**src/rtl/fetch_unit.sv**
```systemverilog
// Instruction fetch: single-outstanding imem requests, PC/word FIFO toward decode, PC hold/advance control.
// Optional FETCH_PERF_EN adds saturating fetch and decode-stall counters.
module fetch_unit #(
  parameter int INSTR_W = 32,
  parameter int DEPTH   = 4
) (
  input  logic               clk,
  input  logic               reset,
  input  logic [15:0]        pc_in,
  output logic [1:0]         pc_nop,
  input  logic               flush,
  output logic               imem_req,
  output logic [15:0]        imem_addr,
  input  logic               imem_ack,
  input  logic [INSTR_W-1:0] imem_rdata,
  output logic               id_valid,
  input  logic               id_ready,
  output logic [INSTR_W-1:0] id_instr,
  output logic [15:0]        id_pc
`ifdef FETCH_PERF_EN
  ,
  output logic [15:0]        perf_fetches,
  output logic [15:0]        perf_stalls
`endif
);

  // state | meaning
  // IDLE  | no request outstanding; issue one if FIFO has room and no redirect
  // REQ   | request outstanding; returned word is kept
  // DRAIN | request outstanding after a flush; returned word is discarded
  typedef enum logic [1:0] {IDLE, REQ, DRAIN} state_t;

  localparam int AW = $clog2(DEPTH);
  localparam int CW = AW + 1;

  state_t               state;
  logic [INSTR_W-1:0]   instr_mem [DEPTH];
  logic [15:0]          pc_mem    [DEPTH];
  logic [AW-1:0]        wr_ptr;
  logic [AW-1:0]        rd_ptr;
  logic [CW-1:0]        count;
  logic                 full;
  logic                 push;
  logic                 pop;

  assign full     = (count == CW'(DEPTH));
  assign id_valid = (count != '0);
  assign push     = (state == REQ) && imem_ack && !flush;
  assign pop      = id_valid && id_ready;
  assign id_instr = instr_mem[rd_ptr];
  assign id_pc    = pc_mem[rd_ptr];

  // PC advances once per kept word or per redirect.
  always_comb begin
    pc_nop = 2'b01;
    if (flush || push) pc_nop = 2'b00;
  end

  always_ff @(posedge clk) begin
    if (reset) begin
      state     <= IDLE;
      imem_req  <= 1'b0;
      imem_addr <= 16'h0000;
    end else begin
      unique case (state)
        IDLE: begin
          if (!flush && !full) begin
            imem_addr <= pc_in;
            imem_req  <= 1'b1;
            state     <= REQ;
          end
        end
        REQ: begin
          if (imem_ack) begin
            imem_req <= 1'b0;
            state    <= IDLE;
          end else if (flush) begin
            state <= DRAIN;
          end
        end
        DRAIN: begin
          if (imem_ack) begin
            imem_req <= 1'b0;
            state    <= IDLE;
          end
        end
        default: begin
          imem_req <= 1'b0;
          state    <= IDLE;
        end
      endcase
    end
  end

  always_ff @(posedge clk) begin
    if (reset) begin
      wr_ptr <= '0;
      rd_ptr <= '0;
      count  <= '0;
      for (int i = 0; i < DEPTH; i++) begin
        instr_mem[i] <= '0;
        pc_mem[i]    <= '0;
      end
    end else if (flush) begin
      wr_ptr <= '0;
      rd_ptr <= '0;
      count  <= '0;
    end else begin
      if (push) begin
        instr_mem[wr_ptr] <= imem_rdata;
        pc_mem[wr_ptr]    <= imem_addr;
        wr_ptr            <= wr_ptr + AW'(1);
      end
      if (pop) rd_ptr <= rd_ptr + AW'(1);
      case ({push, pop})
        2'b10:   count <= count + CW'(1);
        2'b01:   count <= count - CW'(1);
        default: count <= count;
      endcase
    end
  end

`ifdef FETCH_PERF_EN
  always_ff @(posedge clk) begin
    if (reset) begin
      perf_fetches <= 16'h0000;
      perf_stalls  <= 16'h0000;
    end else begin
      if (push && perf_fetches != 16'hFFFF) perf_fetches <= perf_fetches + 16'd1;
      if (id_valid && !id_ready && perf_stalls != 16'hFFFF) perf_stalls <= perf_stalls + 16'd1;
    end
  end
`endif

endmodule

```
**config.mk**
```make
export PLATFORM = sky130hd
export DESIGN_NAME = fetch_unit
export DESIGN_NICKNAME = d
export VERILOG_FILES = /design/src/rtl/fetch_unit.sv
export SDC_FILE = /design/constraint.sdc
export NUM_CORES = 1
export LEC_CHECK = 0
export CAP_MARGIN = 0
export CORE_MARGIN = 1
export CORE_UTILIZATION = 35
export DETAILED_ROUTE_END_ITERATION = 10
export GPL_ROUTABILITY_DRIVEN = 0
export GPL_TIMING_DRIVEN = 0
export PLACE_DENSITY = 0.54
export REMOVE_ABC_BUFFERS = 1
export SLEW_MARGIN = 20
export SYNTH_ARGS = -nofsm -noshare
export SYNTH_HDL_FRONTEND = slang
export SYNTH_SLANG_ARGS = --single-unit
export TNS_END_PERCENT = 20
```
**constraint.sdc**
```tcl
create_clock -name clk -period 7.85 [get_ports clk]
set_input_delay 1.9625 -clock clk [delete_from_list [all_inputs] [get_ports clk]]
set_output_delay 1.9625 -clock clk [all_outputs]
set_load 0.01 [all_outputs]
```
==> metrics.md <==
| Metric | Value |
|---|---|
| Yosys top cell area share | 60.5% |
| IO Pins | 121 |
| Dpl ws | 2020 ps |
| CTS H-tree depth | 1 |
| Reg-to-reg slack, setup | 4680 ps |
| FF-to-FF End | instr_mem[0][10] |
| Met1 Use GR | 21.6% |
| Slew margin rel. | 32.2% |
| Peak supply drop | 0.101 mV |
| Clock period minus worst slack | 5210 ps |
| Fill count | 2,329 |
| Total gr overflow | 0 |
| Rows | 60 |
| Grt met3 use | 3.16% |
| CP required | 5890 ps |
| Total track usage | 16.4% |
| Core area | 26,800 um^2 |
| Top FF cell, synth | edfxtp_1 |
| 1st-iter DRT viols | 438 |
| DPL Wire Length | 13.5 mm |
| Vias | 5,392 |
| Hold Crit Depth | 2 |
| Max Cap Violations | 0 |
| Final period util | 66.4% |
| Yosys cell types | 38 |
| YS warnings | 0 |
| Clk slew on worst S/H paths | 60 ps |
| Worst-Skew Late Latency | 510 ps |
| EDFF count, synth | 192 |
| Unrepaired setup endpoints after global routing | no |
| Worst Hold End | state[1] |
| First-pass GRT wire length | 34.2 mm |
| TritonCTS clock tree | yes |
| Vias in the first global route | 5,880 |
| Port Buffers | 119 |
| Area delta synth->final | 27.7% |
| Post-CTS Setup Bufs | 0 |
| Chip height | 167 um |
| Peak Freq | 0.192 GHz |
| WS Path Type | primary input to primary output |
| Power Dens Cells | 211 nW/um^2 |
| Number of remaining DRC errors | 0 |
| Routed WL | 22.2 mm |
| # hold bufs at CTS | 0 |
| Setup TNS | 0 ps |
| Mapped Avg Cell Area | 15.9 um^2 |
| ANT nets after route | 0 |
| Initial cell density of the core | 35.6% |
| # setup viols final | 0 |
| Final hold violation count | 0 |
| Die width | 167 um |
| Longest Clk Path Bufs | 3 |
| Largest net degree at the start of global routing | 55 |
| TritonRoute pass-1 iters | 4 |
| Final Skew | 8.66 ps |
| Initial antenna violation count | 1 |
| CP Launch Type | primary input |
| Setup ws final | 2640 ps |
| Ratio of cells with drive above 1 in the final layout | 18.7% |
| WP data arrival | 3250 ps |
| Status | finished clean |
| Hold wc startpoint | state[1] |
| Die area | 27,900 um^2 |
| # diodes | 0 |
| Register area share after synthesis | 66.4% |
| CP max FO | 6 |
| Clock Root Buffer | clkbuf_16 |
| Leading area contributor after synthesis | edfxtp_1 |
| Worst R2R Start | state[1] |
| CTS Buf Count | 24 |
| Worst-Margin Slew | 1010 ps |
| Cells resized by post-CTS repair | 0 |
| Mapped cell area | 9530 um^2 |
| GR met2 Demand/Resource | 28.3% |
| Routed wire per std cell | 20.5 um |
| Async set-reset flop share out of synthesis | 0% |
| Static Leak | 0.00448 uW |
| Post-synthesis cell count | 599 |
| Top cells by area, synth | edfxtp_1 61%, mux4_2 11%, and2_1 7.8% |
| Final nets | 782 |
| Fin. max-slew vios | 0 |
| Most Crowded Layer GR | met2 |
| FF+latch count, synth | 220 |
| Critical path capture point type | primary output |
| Hold WC Path Type | flop to flop |
| Vias per inst | 4.98 |
| Cell count of the worst reg-to-reg path | 10 |
| CTS sink cnt | 220 |
[final cells by class]
class | count | area [um^2] | share of cell area, %
sequential | 220 | 6330 | 52.1
multi-input combinational | 328 | 2990 | 24.6
timing repair buffer | 140 | 1660 | 13.6
clock buffer | 39 | 688 | 5.66
tap | 341 | 427 | 3.51
inverter | 10 | 40.0 | 0.329
clock inverter | 5 | 31.3 | 0.257
[synthesized netlist by cell type (2+ instances only)]
master	count
and3_1	48
and2_1	119
or3_1	2
mux2i_1	17
dfxtp_1	28
inv_1	10
buf_2	6
nor2_1	26
ha_1	4
xor2_1	4
buf_6	7
mux4_2	48
clkbuf_1	21
nand2_1	5
o21ai_0	4
a211oi_1	2
and2_2	25
edfxtp_1	192
or2_2	2
clkbuf_2	4
xnor2_1	2
buf_4	3
a21oi_1	5
[power by group]
| group | switching, uW | internal (uW) |
|---|---|---|
| Clock | 436 | 599 |
| Combinational | 94.2 | 104 |
| Sequential | 18.6 | 1310 |
[worst max-delay path: stages]
cell and delay (ps):
clkdlybuf4s50_1 550, a21oi_1 180, clkdlybuf4s50_1 560
[layout by cell type (no fill, tap or decap), types with 2 or more instances in the layout]
cell,n
clkbuf_1,13
xor2_1,4
buf_8,6
mux4_2,48
dfxtp_4,2
clkinv_2,2
clkinv_4,2
clkdlybuf4s50_1,119
a21oi_1,5
buf_12,3
a211oi_1,2
and2_1,119
and2_2,25
and3_1,48
mux2i_1,17
nand2_1,5
inv_1,9
dfxtp_1,26
or3_1,2
xnor2_1,2
ha_1,4
clkbuf_16,25
edfxtp_1,192
buf_16,11
nor2_1,25
o21ai_4,3
[routing by layer]
metal,up-vias,wire length (um),part of all wire (%)
met4,2,205,0.92
li1,2474,-,-
met3,17,1260,5.7
met5,-,8,0.036
met2,154,11100,50
met1,2745,9690,44
[worst max-delay path by stage]
stage / from / cells past startpoint / to
2_1_floorplan: flush / 3 / instr_mem[1][0]
3_3_place_gp: flush / 4 / instr_mem[1][17]
3_5_place_dp: reset / 8 / instr_mem[0][8]
4_1_cts: reset / 8 / instr_mem[0][16]
5_1_grt: reset / 8 / instr_mem[0][16]
6_report: flush / 3 / pc_nop[0]
[cell families after synthesis]
group,share of synthesized area [%]
and+or+nand+nor,15.3
DFF,66.4
muxes,13.1
buffers and inverters,2.81
AOI/OAI and AO/OA,1.09
xor gates and xnor gates,0.551
adders and majority gates,0.735
other,0.0394
[state kept, by name, indices dropped and copies added (netlist names), named ones only]
register	cells
count	3
imem_addr	16
imem_req	1
instr_mem	128
pc_mem	64
rd_ptr	2
state	2
wr_ptr	2
[metrics by stage]
step | power (uW) | utilization (%) | cells | instance area, um^2 | hold slack (ps)
after detailed placement | 1560 | 42.7 | 1039 | 11400 | 492
after CTS | 2600 | 45.4 | 1083 | 12200 | 500
after floorplan | 1430 | - | 558 | 9300 | 455
final | 2570 | 45.4 | 1083 | 12200 | 499
after global placement | 1540 | 40.7 | 1018 | 10900 | 465
after global routing | 2650 | 45.4 | 1083 | 12200 | 539
Power figures use the tool's default switching activity.
==> RTL edit 1 (same settings) <==
Build with the macro `FETCH_PERF_EN` defined.
--- a/src/rtl/fetch_unit.sv
+++ b/src/rtl/fetch_unit.sv
@@ -2,2 +2,4 @@
 // Optional FETCH_PERF_EN adds saturating fetch and decode-stall counters.
+`define FETCH_PERF_EN
+
 module fetch_unit #(
Behaviour (old outputs only; new: perf_fetches and perf_stalls): no difference found for any inputs over 4 cycles, from zero or initial values and one cycle with reset high; that may be too few to reach the edited logic, so the function may still have changed.
==> RTL edit 1 against the unedited design <==
Design area grew 16%; register-to-register slack improved by 0.44 ns; combinational power increased by 6%; area after synthesis increased by 13%; routed wire length rose by 15%; hold slack gained 0.017 ns; sequential cell count up 32; total power is 18% higher; count of clock-buffer cells in the layout fell by 5; sequential share of layout area down 2.7 points; worst setup slack lost 0.023 ns; largest power group unchanged.
==> RTL edit 1: results (changes against the unedited design) <==
outcome:
  status: "complete, no violations"
cells_and_area:
  n_all_inverters: 65  # +55
  multi_input_area_mm2: 0.00349  # +17%
  buf_share_pct: 14.1  # +0.51 points
  seqAreaFraction_pct: 49.4  # -2.7 points
  reg_top3: "instr_mem (128), pc_mem (64)"
  signal_buffers: 173  # +24%
  fill_cells: 2728  # +17%
  drive_gt1_share_pct: 13.6  # -5.1 points
  nMultiInputCombCells: 473  # +44%
  nNetsFinal: 1054  # +35%
  area_delta_synth_final_pct: 30.7
  clockNetworkAreaShare_pct: 6.59  # +0.67 points
grt:
  grt_max_degree: 62  # +13%
  grt_first_pass_wirelength_mm: 40.2  # +17%
  gr-usage-met1_pct: 22.0  # +0.40 points
  grt_pass1_vias: 7289  # +24%
  antenna_found_initial: 0  # -1
  grt_util_met3_pct: 3.04  # -0.12 points
  met2_usage_pct: 28.4  # about the same
  grt.total_usage_pct: 16.6  # +0.16 points
yosys:
  ys_ff_latch: 252  # +15%
  yosysSeqAreaShare_pct: 64.5  # -1.9 points
  yosysUniqueCellTypes: 49  # +29%
  synthCells: 835  # +39%
  synth-async-reset-ratio_pct: 0  # unchanged
  synth_area_leaders: "edfxtp_1 53%, dfxtp_1 11%, mux4_2 10%"
  synth_common_cells: "192 x edfxtp_1, 147 x nor2_1, 65 x inv_1"
place:
  dpl_worst_slack_ns: 2.60  # +0.576 ns
  io_buffers: 151  # +27%
  place_hpwl_mm: 16.3  # +20%
  placed_area_mm2: 0.0132  # +15%
setup_path:
  rrSetupSlack_ns: 5.12  # +0.44 ns
  path_max_fanout: 8  # +2
  reg2reg_to: "count[2]$_SDFFE_PP0P_"
  worst-endpoint-arrival_ns: 3.27  # +0.02 ns
pwr:
  p_leak_nw: 5.22  # +17%
  irDropWorstVdd_mv: 0.136  # +34%
routing:
  wl_per_cell_um: 18.2  # -11%
  wirelength_mm: 25.5  # +15%
  dr.pass1.iters: 5  # +1
  drt_iter0_markers: 365  # -17%
  avgViaCountPerCell: 5.00  # +0.44%
cts:
  cts_setup_buffers: 0  # unchanged
  cts_buffers: 29  # +21%
timing:
  worstMarginPinSlew_ns: 0.861  # -0.153 ns
  holdWs_ns: 0.516  # +0.0174 ns
hold_path:
  whs_endpoint: "count[2]$_SDFFE_PP0P_"
  hp-start: "count[2]$_SDFFE_PP0P_"
## RTL edit 1: cell types whose count changed in the layout (fill, tap and decap cells not counted), sizes merged, moves of 18 or more
cell and change:
nand2 +58, and3 -46, nor2 +120, a21oi +18, dfxtp +32, clkdlybuf4s50 +31, and2 -108, inv +55
## RTL edit 1: how the worst max path moves through the flow
stage | start | endpoint | slack (ns) | cells after the start
after global placement | flush | instr_mem[3][21]$_DFFE_PP_ | -2.70 | 4
after floorplan | flush | instr_mem[0][0]$_SDFFCE_PN0P_ | 1.54 | 3
final | flush | pc_nop[0] | 2.61 | 3
after global routing | flush | pc_nop[0] | 2.54 | 3
after CTS | flush | pc_nop[0] | 2.61 | 3
after detailed placement | flush | pc_nop[0] | 2.60 | 3
## RTL edit 1: metal layers
metal	vias up	routed length (um)
li1	3332	-
met1	3464	11200
met2	193	12400
met3	32	1590
met4	0	350
met5	-	0
## RTL edit 1: logic make-up after synthesis
| logic type | after synthesis | synth area share [%] |
|---|---|---|
| multiplexers | 73 | 12.4 |
| other | 1 | 0.0347 |
| AND/OR/NAND/NOR | 326 | 14.3 |
| XOR/XNOR | 6 | 0.487 |
| flip-flops | 252 | 64.5 |
| AO/OA/AOI/OAI | 60 | 3.38 |
| buffers and inverters | 110 | 4.01 |
| adder cells (fa/ha/maj) | 7 | 0.881 |
## RTL edit 1: power breakdown
part / switching [mW] / internal [mW]
Clock: 0.517 / 0.803
Combinational: 0.100 / 0.110
Sequential: 0.0185 / 1.48
Total: 0.636 / 2.39
## RTL edit 1: worst register-to-register path: cells and delay by family (launching register included)
kind / cells / cell delay [ns]
DFF: 1 / 0.33
adders and majority gates: 3 / 0.90
xor gates and xnor gates: 1 / 0.15
and+or+nand+nor: 2 / 0.55
AOI/OAI and AO/OA: 1 / 0.16
buffers and inverters: 3 / 0.57
==> RTL edit 2 (same settings) <==
Made on the original files. Re-encode `state_t` (3 states) as one-hot, 3 bits wide.
--- a/src/rtl/fetch_unit.sv
+++ b/src/rtl/fetch_unit.sv
@@ -30,3 +30,3 @@
   // DRAIN | request outstanding after a flush; returned word is discarded
-  typedef enum logic [1:0] {IDLE, REQ, DRAIN} state_t;
+  typedef enum logic [2:0] {IDLE = 3'b001, REQ = 3'b010, DRAIN = 3'b100} state_t;
 
Formal check against the unedited RTL: no difference found for any inputs over 4 cycles, from zero or initial values and one cycle with reset high; so few cycles prove little.
==> RTL edit 2 against the unedited design <==
Non-clock buffer count shrank 2; design area shrank 0.65%; global-route usage is 0.23 points lower; sequential share of layout area rose by 0.51 points; clock power rose by 11%; combinational power decreased by 22%; area after synthesis grew 0.17%; via count rose by 2.7%; register-to-register slack gained 0.46 ns; routed wire length is 0.99% higher; total power rose by 2.2%; sequential cell count up 1; worst setup slack worse by 0.65 ns; hold slack gained 0.0083 ns.
==> RTL edit 2: results (changes against the unedited design) <==
outcome:
  status: "complete, no violations"
grt:
  grt_max_degree: 52  # -5.5%
  grt_pass1_vias: 6015  # +2.3%
  antenna_found_initial: 0  # -1
  grt_first_pass_wirelength_mm: 34.0  # -0.79%
  grt.total_usage_pct: 16.2  # -0.23 points
setup_path:
  critPathSlowestCell: "and4bb_4"
  reg2reg_depth: 5  # -5
  worst-endpoint-arrival_ns: 3.90  # +0.65 ns
  path_max_fanout: 51  # +45
  rrSetupSlack_ns: 5.14  # +0.46 ns
  crit_start: "imem_ack"
  slowest_delay_ns: 0.77  # +0.21 ns
cells_and_area:
  nNetsFinal: 789  # +0.90%
  drive_gt1_share_pct: 15.1  # -3.6 points
timing:
  slew_headroom_pct: 35.6  # +3.5 points
yosys:
  yosysSeqAreaShare_pct: 66.5  # +0.097 points
  synth_xor_area_share_pct: 0.459  # -0.093 points
  yosysUniqueCellTypes: 40  # +5.3%
  synth_compound_area_share_pct: 0.996  # -0.094 points
  synthMuxAreaShare_pct: 13.1  # -0.022 points
  synth_common_cells: "192 x edfxtp_1, 145 x and2_1, 49 x and3_1"
  synth_area_leaders: "edfxtp_1 60%, mux4_2 11%, and2_1 9.5%"
  synth_fa_ha_area_share_pct: 0.341  # -0.39 points
cts:
  cts_buffers: 25  # +4.2%
  htreeDepth: 1  # unchanged
hold_path:
  hp-start: "imem_addr[14]$_SDFFE_PP0P_"
  whs_endpoint: "imem_addr[14]$_SDFFE_PP0P_"
place:
  place_hpwl_mm: 13.7  # +0.80%
routing:
  dr.pass1.iters: 5  # +1
  avgViaCountPerCell: 5.06  # +1.7%
  wl_per_cell_um: 20.5  # about the same
pwr:
  p_leak_nw: 4.43  # -1.1%
  irDropWorstVdd_mv: 0.107  # +5.2%
-- RTL edit 2: changes by cell type after synthesis, sizes merged, moves of 3 or more --
cell,delta
buf,-4
clkbuf,+5
ha,-3
inv,-5
nand2,+29
nor2,-16
nor4,+4
-- RTL edit 2: tightest hold or removal path, cell delays in order (launching register included) --
cell and delay, ns:
dfxtp_1 0.34, nand2_1 0.07, mux2i_1 0.05
-- RTL edit 2: layer usage --
metal / wire, um / share of wire (%) / up-vias / global-route usage (%)
met4: 314 / 1.4 / 0 / 3.55
met1: 9310 / 41 / 2798 / 20.4
li1: - / - / 2525 / -
met3: 1380 / 6.2 / 27 / 2.62
met2: 11400 / 51 / 190 / 29.3
met5: 0 / 0 / - / 0
-- RTL edit 2: where the power goes --
group,internal (mW),switching [mW]
Combinational,0.0793,0.0757
Clock,0.686,0.451
Sequential,1.31,0.0171
Total,2.08,0.544
-- RTL edit 2: final cells by class --
| class | count | area [um2] | area share [%] |
|---|---|---|---|
| clock inverters | 12 | 136 | 1.13 |
| well taps | 341 | 427 | 3.53 |
| clock buffers | 34 | 659 | 5.46 |
| repair buffers | 138 | 1470 | 12.2 |
| inverters | 6 | 22.5 | 0.186 |
| multi-input cells | 342 | 3020 | 25.0 |
| flip-flops and latches | 221 | 6350 | 52.6 |
-- RTL edit 2: per-stage QoR --
stage | instances | power, mW | worst slack, ns | instance area [um2] | hold slack (ns)
floorplan | 569 | 1.41 | 3.00 | 9350 | 0.485
global placement | 1029 | 1.50 | 0.834 | 11000 | 0.485
detailed placement | 1048 | 1.51 | 1.99 | 11300 | 0.497
CTS | 1094 | 2.65 | 1.97 | 12100 | 0.505
global route | 1094 | 2.71 | 1.92 | 12100 | 0.532
finish | 1094 | 2.62 | 1.98 | 12100 | 0.507
